File: src/rtl/alu_pkg.sv
// Shared constants and opcode encoding for the
// execute-stage ALU.
package alu_pkg;

    localparam int XLEN = 64;

    typedef enum logic [1:0] {
        ALU_ADD = 2'b00,
        ALU_SUB = 2'b01,
        ALU_AND = 2'b10,
        ALU_OR  = 2'b11
    } alu_op_t;

endpackage

File: src/rtl/adder64.sv
// Combinational W-bit adder with carry-in.
// Carry-out is discarded; the sum wraps.
module adder64 #(
    parameter int W = 64
) (
    input  logic [W-1:0] a,
    input  logic [W-1:0] b,
    input  logic         cin,
    output logic [W-1:0] sum
);

    assign sum = a + b + {{(W-1){1'b0}}, cin};

endmodule

File: src/rtl/ex_alu_stage.sv
// Registered execute stage: ALU result, zero flag,
// branch target and sequential next PC.
module ex_alu_stage
    import alu_pkg::*;
#(
    parameter int XLEN    = alu_pkg::XLEN,
    parameter int PC_STEP = 4
) (
    input  logic            clk,
    input  logic            rst,
    input  logic            in_valid,
    input  logic [XLEN-1:0] a,
    input  logic [XLEN-1:0] b,
    input  logic [1:0]      alu_op,
    input  logic [XLEN-1:0] pc,
    input  logic [XLEN-1:0] imm,
    output logic            out_valid,
    output logic [XLEN-1:0] result,
    output logic            zero,
    output logic [XLEN-1:0] branch_target,
    output logic [XLEN-1:0] pc_plus4
);

    localparam logic [XLEN-1:0] STEP = XLEN'(PC_STEP);

    alu_op_t         op;
    logic            is_sub;
    logic [XLEN-1:0] add_b;
    logic [XLEN-1:0] add_sum;
    logic [XLEN-1:0] imm_sh;
    logic [XLEN-1:0] bt_sum;
    logic [XLEN-1:0] pc4_sum;
    logic [XLEN-1:0] alu_res;

    assign op     = alu_op_t'(alu_op);
    assign is_sub = (op == ALU_SUB);
    assign add_b  = is_sub ? ~b : b;
    // Shift drops imm's MSB; branch offsets are halfword units.
    assign imm_sh = imm << 1;

    adder64 #(.W(XLEN)) u_alu_add (
        .a   (a),
        .b   (add_b),
        .cin (is_sub),
        .sum (add_sum)
    );

    adder64 #(.W(XLEN)) u_bt_add (
        .a   (pc),
        .b   (imm_sh),
        .cin (1'b0),
        .sum (bt_sum)
    );

    adder64 #(.W(XLEN)) u_pc4_add (
        .a   (pc),
        .b   (STEP),
        .cin (1'b0),
        .sum (pc4_sum)
    );

    always_comb begin
        alu_res = add_sum;
        unique case (op)
            ALU_ADD: alu_res = add_sum;
            ALU_SUB: alu_res = add_sum;
            ALU_AND: alu_res = a & b;
            ALU_OR:  alu_res = a | b;
            default: alu_res = add_sum;
        endcase
    end

    always_ff @(posedge clk or negedge rst) begin
        if (!rst) begin
            out_valid     <= 1'b0;
            result        <= '0;
            zero          <= 1'b0;
            branch_target <= '0;
            pc_plus4      <= '0;
        end else begin
            out_valid <= in_valid;
            if (in_valid) begin
                result        <= alu_res;
                zero          <= (alu_res == '0);
                branch_target <= bt_sum;
                pc_plus4      <= pc4_sum;
            end
        end
    end

endmodule

File: config.mk
export PLATFORM = sky130hd
export DESIGN_NAME = ex_alu_stage
export DESIGN_NICKNAME = d
export VERILOG_FILES = /design/src/rtl/alu_pkg.sv /design/src/rtl/adder64.sv /design/src/rtl/ex_alu_stage.sv
export SDC_FILE = /design/constraint.sdc
export NUM_CORES = 1
export LEC_CHECK = 0
export CORE_MARGIN = 4
export CORE_UTILIZATION = 40
export DETAILED_ROUTE_END_ITERATION = 12
export PLACE_DENSITY = 0.66
export SETUP_SLACK_MARGIN = 0.05
export SKIP_LAST_GASP = 1
export SYNTH_ARGS = -nofsm -noshare
export SYNTH_HDL_FRONTEND = slang
export SYNTH_HIERARCHICAL = 1
export SYNTH_SLANG_ARGS = --single-unit
File: constraint.sdc
create_clock -name clk -period 1 [get_ports clk]
set_input_delay 0.3 -clock clk [delete_from_list [all_inputs] [get_ports clk]]
set_output_delay 0.3 -clock clk [all_outputs]
set_load 0.005 [all_outputs]
Word-level counts from Yosys, hierarchy flattened
Index checks and enable logic that the tools add are counted.
{"block": "word_totals", "register_bits": 194, "inputBits": 261}
{"block": "op_classes", "add_sub_neg": 4, "n_eq_ne": 3, "n_mux": 2, "bitwise": 3, "n_reduce_logical": 3}
{"operator": "$pmux W64 S3", "n": 1}
{"operator": "$add A64 B64 Y64", "n": 2}
{"operator": "$add A64 B1 Y64", "n": 1}
{"operator": "$add A64 B3 Y64 const B", "n": 1}
{"operator": "$and A64 B64 Y64", "n": 1}
{"operator": "$logic_not A64 Y1", "n": 1}
{"operator": "$mux W64", "n": 1}
{"operator": "$not A64 Y64", "n": 1}
{"operator": "$or A64 B64 Y64", "n": 1}
{"operator": "$eq A2 B2 Y1 const B", "n": 2}
{"operator": "$eq A2 B1 Y1 const B", "n": 1}
{"operator": "$logic_not A2 Y1", "n": 1}
{"operator": "$reduce_or A2 Y1", "n": 1}

Depth between registers and ports, before layout
Gate-level depths: netlist of run 1.
{"block": "logic_depth", "word_depth": 6, "ltp_mapped": 24, "ltp_nobuf": 20}

Modules after synthesis
Netlist of run 1, hierarchy kept.
{"mod": "ex_alu_stage", "n_inst": 1, "cells_per_inst": 722, "area_per_inst_um2": 9096.2}
{"mod": "adder64 (u_pc4_add)", "n_inst": 1, "cells_per_inst": 598, "area_per_inst_um2": 4245.3}
{"mod": "adder64 (u_bt_add)", "n_inst": 1, "cells_per_inst": 540, "area_per_inst_um2": 3749.8}
{"mod": "adder64 (u_alu_add)", "n_inst": 1, "cells_per_inst": 533, "area_per_inst_um2": 3727.3}

Least setup slack after synthesis of run 1
Ideal clock, no wire load.
{"block": "synth_path", "path_type": "input -> register", "start": "in alu_op[1]", "end": "reg zero", "setup_time_ns": 0.083, "t_arrival_ns": 4.872, "path_slack_ns": -3.954, "cell_stages": 24, "path_buffers": 4, "path_cell_list": "buf_2 buf_2 nand2b_1 buf_2 buf_2 inv_1 fa_1 fa_1 a211oi_1 nor3_2 o211ai_2 o211ai_2 a211oi_2 o21ba_2 o221a_4 nor2_4 a311oi_2 o21bai_1 xor2_1 mux2i_1 nand4_1 nor4_1 nand4_1 o22ai_1"}
{"block": "synth_between", "elab_chain_cells": 6}
{"item": "start, declared", "line": "ex_alu_stage.sv:14", "source": "input logic [1:0] alu_op,"}
{"item": "$eq A2 B1 Y1 (*)", "line": "ex_alu_stage.sv:36", "source": "assign is_sub = (op == ALU_SUB);"}
{"item": "via is_sub", "line": "ex_alu_stage.sv:27", "source": "logic is_sub;"}
{"item": "$mux W64", "line": "ex_alu_stage.sv:37", "source": "assign add_b = is_sub ? ~b : b;"}
{"item": "$add A64 B64 Y64", "line": "adder64.sv:12", "source": "assign sum = a + b + {{(W-1){1'b0}}, cin};"}
{"item": "$add A64 B1 Y64 (*)", "line": "adder64.sv:12"}
{"item": "via add_sum[58]", "line": "ex_alu_stage.sv:29", "source": "logic [XLEN-1:0] add_sum;"}
{"item": "$pmux W64 S3 (*)", "line": "ex_alu_stage.sv:64", "source": "unique case (op)"}
{"item": "$logic_not A64 Y1 (*)", "line": "ex_alu_stage.sv:84", "source": "zero <= (alu_res == '0);"}
{"item": "end signal, assigned", "line": "ex_alu_stage.sv:84"}
{"item": "end, declared", "line": "ex_alu_stage.sv:19", "source": "output logic zero,"}
Mark *: on every way through the listed nets, which the timed path passes. The rest lies on a longest branch.
A chain may end at the register's enable or synchronous reset.

Final worst setup path of run 1
{"block": "layout_path", "start": "in b[6]", "end": "reg zero"}
{"block": "layout_between", "elab_chain_cells": 6}
{"item": "start, declared", "line": "ex_alu_stage.sv:13", "source": "input logic [XLEN-1:0] b,"}
{"item": "$not A64 Y64", "line": "ex_alu_stage.sv:37"}
{"item": "$mux W64 (*)", "line": "ex_alu_stage.sv:37"}
{"item": "via add_b[6]", "line": "ex_alu_stage.sv:28", "source": "logic [XLEN-1:0] add_b;"}
{"item": "$add A64 B64 Y64 (*)", "line": "adder64.sv:12"}
{"item": "$add A64 B1 Y64 (*)", "line": "adder64.sv:12"}
{"item": "via add_sum[56]", "line": "ex_alu_stage.sv:29"}
{"item": "$pmux W64 S3 (*)", "line": "ex_alu_stage.sv:64"}
{"item": "$logic_not A64 Y1 (*)", "line": "ex_alu_stage.sv:84"}
Marked as above.

==> results of run 1 <==
-- tightest hold or removal path, stage by stage --
cell,delay [ps]
buf_8,140
buf_4,170
a21oi_1,70
-- flip-flops by register name, summed over array words and instances, names as in the netlist --
signal,flops
pc_plus4,64
out_valid,1
zero,1
result,64
branch_target,64
-- routing by layer --
metal / vias up / share of wire (%) / track usage (%)
met5: - / 0.061 / 0
li1: 11500 / - / -
met4: 8 / 4.0 / 11.4
met3: 188 / 5.3 / 5.24
met1: 11600 / 41 / 38.0
met2: 778 / 49 / 55.6
-- power by group --
| group | switching (W) | internal [W] | total, W |
|---|---|---|---|
| registers | 0.00127 | 0.00976 | 0.0110 |
| logic | 0.0127 | 0.0164 | 0.0291 |
| clock network | 0.00389 | 0.00330 | 0.00720 |
-- layout make-up --
cell class,instances,share of cell area (%)
Clock buffer,17,1.16
Inverter,48,0.491
Tap cell,680,2.32
Timing Repair Buffer,1407,32.9
Clock inverter,15,0.389
Sequential cell,194,13.2
Antenna cell,1,0.00682
Multi-Input combinational cell,2081,49.5
-- layout by cell type, fill, tap and decap left out, drive strengths merged, types with 55 or more instances in the layout --
cell           count
a21o              88
a21oi            311
buf             1023
clkdlybuf4s50    359
conb              68
dfrtp            194
ha               186
inv               55
maj3              62
mux2             129
mux2i             63
nand2            166
nand4             79
nor2             153
o21ai            132
xnor2            165
xor2              79
-- cells by family (layout without fill, tap and decap cells) --
kind of cell,Yosys count,after routing,share of synthesized area (%)
compound gates,751,751,23.7
fa+ha+maj,254,254,14.7
buf+inv,184,1487,4.30
other cells,2,69,0.0361
xor+xnor,244,244,10.3
flops,194,194,23.3
mux,192,192,10.0
simple gates,572,572,13.6
-- stage by stage --
step / setup WS, ps / setup TNS [ps] / cells
after CTS: -3080 / -399020 / 4421
after floorplan: -3430 / -296160 / 2459
after detailed placement: -4040 / -466730 / 4277
final: -3220 / -411900 / 4443
after global placement: -4020 / -462110 / 4277
after global routing: -3370 / -434850 / 4443
-- what timing repair did --
action / 4_1_cts / 5_1_grt
pin swaps: 245 / 61
hold buffers: 1 / 0
buffers inserted: 130 / 24
endpoints found under the hold margin: 194 / 0
endpoints found under the setup margin: 387 / 383
resized for setup: 689 / 65
-- synth_stat cells, drive strengths merged, types with 9 or more instances --
| master | number |
|---|---|
| nor4 | 11 |
| o21bai | 41 |
| and2 | 12 |
| o21a | 22 |
| nand3 | 35 |
| a21o | 88 |
| o21ai | 132 |
| o211ai | 20 |
| clkbuf | 64 |
| nor3 | 32 |
| a21oi | 311 |
| or2 | 13 |
| mux2i | 63 |
| ha | 186 |
| xor2 | 79 |
| nand2b | 18 |
| mux2 | 129 |
| xnor2 | 165 |
| a211oi | 19 |
| nand4 | 79 |
| inv | 48 |
| dfrtp | 194 |
| maj3 | 62 |
| or3 | 9 |
| and3 | 12 |
| buf | 68 |
| nor2b | 13 |
| a21boi | 9 |
| nor2 | 153 |
| nand2 | 166 |
| o31ai | 11 |
| a31oi | 30 |
-- how the worst min path moves through the flow --
stage,to,cells after the start,slack (ps)
after floorplan,branch_target[0]$_DFFE_PN0P_,0,4
after global placement,pc_plus4[39]$_DFFE_PN0P_,1,180
after detailed placement,pc_plus4[39]$_DFFE_PN0P_,1,180
after CTS,pc_plus4[39]$_DFFE_PN0P_,2,180
after global routing,pc_plus4[39]$_DFFE_PN0P_,2,230
final,result[15]$_DFFE_PN0P_,3,220
==> results.md, run 1 <==
* Status: finished with violations
* Violated checks: negative setup slack
* Die Footprint at roughly 0.056 mm²
* Detailed-route DRC error count at 0
* R2R depth at 2
* Pin count of the biggest net entering global routing at 67
* WP buf/inv at 4
* FF/Latch Area at around 0.0049 mm²
* CP Cell Sequence: clkdlybuf4s50_1, xnor2_1, ha_1, nand3_2, nor3_4, o211ai_2, buf_4, buf_6, a21oi_4, nor2_4, o41a_1, or3_4, a31oi_4, a21oi_2, buf_4, xnor2_1, mux2i_1, nand4_1, nor4_2, nand4_1, o22ai_1
* Critical Path Sink Type: flop
* EDFF count, synth at 0
* CTS tree: built
* Finished layout cell area at ~0.037 mm²
* Area after DPL at 0.0332 mm²
* Gr usage total at roughly 31%
* Gpl congestion at roughly 0.96
* Sequential area share after synthesis at 23.3%
* Max_slew headroom at roughly a third
* Initial antenna violation count at 5
* Die width at ~240 µm
* Crit path max fanout at 3
* Period utilization at 422%
* Slowest cell on the critical path: clkdlybuf4s50_1
* RSZ-0062 raised after global routing: true
* Crit path DAT at 4640 ps
* Starting Density at 40.5%
* Grt total ovfl at 0
* Worst hold margin at 222 ps
* Leakage dissipation at about 16 nW
* Final worst slack at -3220 ps
* Mean Syn Cell Area at about 8.7 µm²
* First-pass GRT wire length at about 140000 µm
* Worst-Skew Late Latency at between 500 and 600 ps
* FF-to-FF setup slack at 10 ps
* Pwr Total at between 0.04 and 0.05 W
* Die Height at between 200 and 250 µm
* Critical path depth at 21
* Buffers on Ports at 453
* Final Hold Vio Count at 0
* Cell area after synthesis at 0.0208 mm²
* Top cell type's share of synthesized area at 23.3%
* DR WL/cell at 20.5 µm
* DRT Wirelength at slightly above 90000 µm
* Count of cell types in the netlist at about 110
* Primary FF master, synth: dfrtp_1
* Pins over their slew limit at 0
* Reg2reg start: pc_plus4[42]$_DFFE_PN0P_
* Clock-pin slew on the worst setup and hold paths at about 80 ps
* Nets at approximately 4200
* Finish-stage setup viols at ~380
* Root buf cell: clkbuf_16
* Worst path max stage delay at ~570 ps
* Achievable frequency at between 0.2 and 0.25 GHz
* Worst slew pin tran at around 960 ps
* Ys async rst share at 100%
* Drt pass-1 iters at 5
* Worst min-delay path startpoint: in_valid
* CTS sink count at 194
* Post-Syn Instances at ~2400
* CORE AREA at a little over 0.05 mm²
* Reg2Reg Capture Point: pc_plus4[42]$_DFFE_PN0P_
* Synth Register Bits at approximately 190
* Largest area contributor in the netlist: dfrtp_1
* Fill count at between 3000 and 4000
* Rows at between 80 and 90
* Worst Setup EP: zero$_DFFE_PN0P_
* Fraction of layout cells with a size suffix above 1 at 42.7%
* Worst path required time at between 1000 and 1500 ps
* HPWL after DPL at between 70000 and 80000 µm
* CTS Buf Count at 17
* Iter 0 DRT Violations at approximately 1300
* Setup CP Type: input pin to flop
* Antenna Nets Post-Route at 0
* Vias post-DR at between 20000 and 25000
* Top-Level Pins at approximately 460
* Final Util at a little over 70%
* Ys Warns at 6
* Crit path time final at ~4200 ps
* Hold WC Path Type: input pin to flop
* Synth top area cells: dfrtp_1, ha_1, a21oi_1
* # H-tree levels at 4
* Max-capacitance violation count at 0
* Number of global-route vias before repair at 25200
* Crit path launch type: input pin
* Worst Skew at 0 ps
* Pwr Density at between 1000 and 1500 mW/mm²
* Clock tree buffer depth at 2
* Max VDD drop at between 1 and 1.5 mV
* Layout area overhead at 76.2%
* Critical Path Source: b[6]
* CP top delay family: simple AND/OR/NAND/NOR gates
* Multi-input logic area at approximately 0.018 mm²
* Vias per std cell at between 5 and 6
No activity file was read; power rests on OpenSTA's default activity.
==> run 2: changes to the inputs <==
PLACE_DENSITY = 0.68   (was 0.66)
clock period = 3.55 ns   (was 1 ns; I/O delays follow)
==> run 2 against run 1 <==
  * The flow still finishes with violations (negative setup slack)
  * Total power decreased by 73%
  * Critical path depth down 2
  * Via count is 3.3% lower
  * Sequential cell count is the same
  * Sequential share of layout area up 0.95 points
  * Wire length is 3.5% lower
  * Count of clock-buffer cells in the layout increased by 1
==> results.md, run 2 (synthesis gave the netlist of run 1 again) <==
* DR WL/cell at 20.6 µm
* Top Registers: branch_target x64, pc_plus4 x64, result x64
* Vias per std cell at 5.46
* Worst path max stage delay at approximately 560 ps
* Initial antenna violation count at 11
* CP Cell Sequence: buf_6, nand2b_4, buf_12, buf_6, xnor2_1, ha_1, nand2_1, o21ai_2, nor3_4, o41ai_4, nor3b_4, a21oi_4, o31ai_4, a31oi_1, xnor2_1, mux2i_1, nand4_1, or4_4, o22ai_2
* Gr usage total at between 20% and 30%
* Crit path launch type: input pin
* Drt pass-1 iters at 6
* Leakage dissipation at around 15 nW
* DRT Wirelength at 87700 µm
* Fin Setup TNS at -30150 ps
* Worst-Skew Late Latency at around 500 ps
* Max-capacitance violation count at 0
* Final worst slack at -1440 ps
* CTS tree: built
* Grt total ovfl at 0
* Finished Layout Cells at ~4300
* CTS Buf Count at 17
* Nets at 4011
* Net load switching power at between 0.004 and 0.005 W
* Setup WS pre-CTS at -2350 ps
* Pin count of the biggest net entering global routing at ~110
* Clk pwr share at roughly 16%
* Most common cell after layout, fill and taps aside: buf_4
* Final Hold Vio Count at 0
* Worst slew pin tran at roughly 800 ps
* Pins over their slew limit at 0
* Vias post-DR at around 23000
* Multi-input logic area at 0.0171 mm²
* Flop pwr share at between 20 and 25%
* Critical Path Sink Type: flop
* Hold WC Path Type: flop to flop
* CTS sink count at 194
* Max VDD drop at around 0.39 mV
* Detailed-route DRC error count at 0
* Starting Density at 40.5%
* FF/Latch Area at roughly 0.005 mm²
* Most frequent cells in the layout: buf_4, clkdlybuf4s50_1, a21oi_1, dfrtp_1, nand2_1
* Internal power at about 0.0080 W
* Buffers on Ports at about 450
* Finish-stage setup viols at 52
* Switching share of total power at a little under two fifths
* Status: finished with violations
* RSZ-0062 raised after global routing: true
* WHS Path Cells at 1
* Crit path DAT at around 5400 ps
* Die Footprint at between 0.05 and 0.06 mm²
* Top-Level Pins at 455
* Worst path required time at 3990 ps
* Crit path time final at roughly 5000 ps
* Slowest cell on the critical path: or4_4
* Layout area overhead at 64.5%
* Number of global-route vias before repair at 23200
* Root buf cell: clkbuf_16
* Pwr Density at roughly 370 mW/mm²
* Gpl congestion at 1.00
* Setup CP Type: input pin to flop
* First-pass GRT wire length at between 100000 and 150000 µm
* Dpl cells at about 4100
* Rows at between 80 and 90
* Gate power share at between 50% and 60%
* Clock-pin slew on the worst setup and hold paths at about 90 ps
* Antenna Nets Post-Route at 0
* HPWL after DPL at 70400 µm
* # H-tree levels at 4
* Max_slew headroom at a little under half
* Fraction of layout cells with a size suffix above 1 at between 30% and 40%
* Die width at 236 µm
* Clock tree buffer depth at 2
* Worst Skew at 0 ps
* Iter 0 DRT Violations at between 1500 and 2000
* Achievable frequency at around 0.20 GHz
* Crit path max fanout at 6
* Violated checks: negative setup slack
* R2R depth at 1
* CORE AREA at about 0.051 mm²
* Period utilization at 141%
* Fill count at 4119
* Die Height at around 240 µm
run 2: cell types whose count changed in the layout (fill, tap and decap cells not counted), moves of 26 or more:
cell            change
a21oi_1            +26
buf_6              -53
dlymetal6s2s_1     +28
mux2_2             +57
buf_4             -156
mux2_4             -57
buf_2              -34
run 2: cell type report:
type / instances / share of cell area (%)
inverter: 48 / 0.534
timing repair buffer: 1216 / 31.0
multi-input combinational: 2081 / 50.0
antenna: 10 / 0.0731
tap: 680 / 2.49
clock buffer: 18 / 1.25
sequential: 194 / 14.2
clock inverter: 14 / 0.490
run 2: through the flow:
step	power (W)	hold WS, ps	cell area, µm²	util (%)
after floorplan	0.00610	474	21200	-
after global placement	0.00974	489	31000	60.2
final	0.0128	508	34200	66.6
after global routing	0.0135	522	34200	66.6
after detailed placement	0.00983	496	31000	60.2
after CTS	0.0123	512	32900	64.0
run 2: critical path: cells and delay by family:
family | cells | cell delay (ps)
AOI/OAI and AO/OA | 6 | 1390
xor gates and xnor gates | 2 | 280
adders and majority gates | 1 | 380
buffers and inverters | 3 | 420
muxes | 1 | 240
and+or+nand+nor | 6 | 1620
run 2: power by group through the flow:
| stage | Sequential, W | Clock [W] | Combinational [W] |
|---|---|---|---|
| final | 0.00308 | 0.00210 | 0.00762 |
| after global routing | 0.00315 | 0.00224 | 0.00811 |
| after CTS | 0.00308 | 0.00215 | 0.00711 |
| after detailed placement | 0.00312 | 0 | 0.00671 |
| after global placement | 0.00310 | 0 | 0.00665 |
| after floorplan | 0.00310 | 0 | 0.00300 |
run 2: final timing paths:
check,endpoint,slack (ps),start
worst min-delay path,pc_plus4[31]$_DFFE_PN0P_,510,pc_plus4[31]$_DFFE_PN0P_
min in group asynchronous,branch_target[6]$_DFFE_PN0P_,540,rst
max in group asynchronous,pc_plus4[52]$_DFFE_PN0P_,2220,rst
worst max-delay path,zero$_DFFE_PN0P_,-1440,alu_op[1]
worst min register to register,pc_plus4[31]$_DFFE_PN0P_,510,pc_plus4[31]$_DFFE_PN0P_
worst max register to register,branch_target[45]$_DFFE_PN0P_,2740,branch_target[45]$_DFFE_PN0P_
run 2: what timing repair did:
item	in CTS	in global routing
setup buffers	56	62
gates cloned	2	2
hold buffers	0	0
setup endpoints to repair	88	101
pin swaps	100	146
endpoints found under the hold margin	0	0
resized for setup	204	209
run 2: layer usage:
metal | wire length, µm | vias up | global-route usage, %
li1 | - | 11100 | -
met4 | 3670 | 0 | 11.9
met2 | 41900 | 821 | 49.4
met3 | 5170 | 166 | 5.37
met1 | 36900 | 11200 | 37.8
met5 | 0 | - | 0
==> run 3: changes to the inputs <==
ABC_AREA = 1   (was not set)
PLACE_DENSITY = 0.65   (was 0.68)
==> run 3 against run 2 <==
  * The flow still finishes with violations (negative setup slack)
  * Clock skew is the same
  * Die area grew 32%
  * Final cell count grew 65%
  * Critical path depth grew 6
  * First-iteration DRC count grew 47%
  * Setup slack gained 1300 ps
  * Largest cell class unchanged
  * Synthesized cell count grew 120%
  * Sequential cell count is the same
  * Via count grew 44%
  * Wire length grew 35%
  * Critical path type unchanged
==> results.md, run 3 <==
* Status: finished with violations
* Violated checks: negative setup slack
* CTS tree: built
* Nets at 6529
* Largest area contributor in the netlist: nand2_1
* Fraction of layout cells with a size suffix above 1 at 15.9%
* Antenna Nets Post-Route at 0
* Initial antenna violation count at 0
* CTS sink count at just under 200
* Leakage dissipation at ~23 nW
* Crit path DAT at approximately 4100 ps
* Final Hold Vio Count at 0
* # H-tree levels at 4
* First-pass GRT wire length at 178000 µm
* Post-Syn Instances at roughly 5200
* Reg2reg start: result[53]$_DFFE_PN0P_
* Worst path required time at roughly 4000 ps
* Detailed-route DRC error count at 0
* Buffers on Ports at ~450
* Most common cell after layout, fill and taps aside: nand2_1
* Layout area overhead at 40.3%
* Synth top area cells: nand2_1, dfrtp_1, inv_1
* Period utilization at 103%
* Pwr Density at around 320 mW/mm²
* Finish-stage setup viols at 2
* Ys async rst share at between 90% and 100%
* Most frequent cells in the layout: nand2_1, inv_1, clkdlybuf4s50_1, buf_4, nor2_1
* Iter 0 DRT Violations at between 2000 and 2500
* Crit path launch type: input pin
* Clock-pin slew on the worst setup and hold paths at approximately 90 ps
* Max-capacitance violation count at 0
* Diodes inserted at 0
* Die Footprint at roughly 0.073 mm²
* Critical Path Sink Type: flop
* Vias post-DR at roughly 34000
* Mean Syn Cell Area at 5.32 µm²
* Net load switching power at about 0.0056 W
* Gate power share at between 50% and 60%
* Top cell type's share of synthesized area at about 34%
* Primary FF master, synth: dfrtp_1
* Ys Warns at 6
* Pins over their slew limit at 0
* Grt total ovfl at 0
* Cell area after synthesis at 0.0277 mm²
* Final worst slack at -122 ps
* Number of global-route vias before repair at approximately 32000
* Rows at 96
* Top-count cell post-synth: nand2_1
* Gpl congestion at slightly below 1
* Pin count of the biggest net entering global routing at a little under 200
* Achievable frequency at 0.272 GHz
* Worst Skew at 0 ps
* Die Height at roughly 270 µm
* Gr usage total at 31.0%
* Top-Level Pins at 455
* Clock tree buffer depth at 2
* Die width at ~270 µm
* Final Util at about 57%
* Switching share of total power at 44.8%
* HPWL after DPL at slightly below 100000 µm
* DR WL/cell at ~17 µm
* Worst hold margin at approximately 480 ps
* Sequential area share after synthesis at ~18%
* Flop pwr share at approximately 23%
* Critical Path Source: alu_op[1]
* Top Registers: branch_target x64, pc_plus4 x64, result x64
* RSZ-0062 raised after global routing: true
* Worst slew pin tran at approximately 870 ps
* Max VDD drop at roughly 0.24 mV
* Internal power at ~0.0069 W
* CTS Hold Bufs at 0
* Hold WC Path Type: input pin to async pin
* Starting Density at roughly 40%
* Worst-Skew Late Latency at ~520 ps
* Top post-synthesis cells by count: nand2_1, inv_1, nor2_1
* Crit path max fanout at 7
* Crit path time final at approximately 3700 ps
* EDFF count, synth at 0
* Finished Layout Cells at ~7000
* Pwr Total at 0.0124 W
* CORE AREA at about 0.07 mm²
* Clk pwr share at a little under a fifth
* Setup CP Type: input pin to flop
* Count of cell types in the netlist at 34
* DRT Wirelength at ~120000 µm
* CTS Buf Count at 17
* Synth Register Bits at a little under 200
* Root buf cell: clkbuf_16
* Fill count at slightly above 7000
* Setup WS pre-CTS at -1240 ps
* Drt pass-1 iters at 6
* Vias per std cell at approximately 4.8
* Dpl cells at slightly below 7000
* Max_slew headroom at 42.2%
run 3: stage by stage:
step                      instance area (µm²)  setup TNS [ps]
after floorplan                         28000            -191
after global routing                    38800            -522
after CTS                               37700           -70.0
after global placement                  36200          -42640
final                                   38800            -142
after detailed placement                36200          -44530
run 3: metal layers:
metal / wire, µm / GRT usage [%]
met5: 0 / 0
met4: 4460 / 11.3
met3: 7070 / 4.10
met2: 57200 / 55.1
met1: 49400 / 38.3
run 3: path summary, 6_finish.rpt:
check | cells past startpoint | slack (ps) | endpoint
worst max register to register | 2 | 2840 | result[53]$_DFFE_PN0P_
worst max-delay path | 25 | -120 | zero$_DFFE_PN0P_
max in group asynchronous | 2 | 2270 | branch_target[32]$_DFFE_PN0P_
worst min register to register | 2 | 480 | pc_plus4[22]$_DFFE_PN0P_
worst min-delay path | 1 | 480 | result[5]$_DFFE_PN0P_
min in group clk | 2 | 480 | pc_plus4[22]$_DFFE_PN0P_
run 3: power groups by stage:
| stage | combinational (W) | sequential, W | clock, W |
|---|---|---|---|
| after floorplan | 0.00331 | 0.00289 | 0 |
| after global placement | 0.00655 | 0.00288 | 0 |
| after detailed placement | 0.00656 | 0.00288 | 0 |
| after CTS | 0.00681 | 0.00285 | 0.00235 |
| after global routing | 0.00794 | 0.00290 | 0.00242 |
| final | 0.00727 | 0.00285 | 0.00229 |
run 3: worst max-delay path: stages:
cell and delay (ps):
buf_8 100, nor2_4 160, buf_12 190, buf_12 120, buf_16 140, xor2_1 70
ha_1 360, nand2_2 80, nor2_1 240, buf_4 160, nand4_1 150, nand3_4 130
buf_6 120, nand3_2 90, nand3_1 80, nand2_1 60, nand2_1 60, nand3_1 100
nor2_1 100, nand2_1 60, nor2_1 160, nand2_2 90, nor2_2 100, nand2_1 50
nand2_1 60
run 3: timing repair:
item	CTS	global route
buffers inserted	31	14
endpoints found under the hold margin	0	0
setup endpoints to repair	53	35
cloned	3	2
pin swaps	85	134
resized for setup	158	258
run 3: cell type report:
| class | count | area (µm²) | area share (%) |
|---|---|---|---|
| clock inverters | 15 | 225 | 0.580 |
| well taps | 931 | 1160 | 3.00 |
| inverters | 1027 | 3860 | 9.94 |
| clock buffers | 17 | 425 | 1.10 |
| multi-input cells | 3974 | 20400 | 52.4 |
| flip-flops and latches | 194 | 4850 | 12.5 |
| repair buffers | 862 | 7940 | 20.4 |
run 3: cells by family (layout without fill, tap and decap cells):
logic type / Yosys count / count (layout) / share of synthesized area [%]
AO/OA/AOI/OAI: 169 / 169 / 3.14
XOR/XNOR: 160 / 160 / 5.06
adder cells (fa/ha/maj): 192 / 192 / 8.84
buffers and inverters: 1100 / 1921 / 15.1
flip-flops: 194 / 194 / 17.5
other: 2 / 68 / 0.0271
AND/OR/NAND/NOR: 3385 / 3385 / 50.3
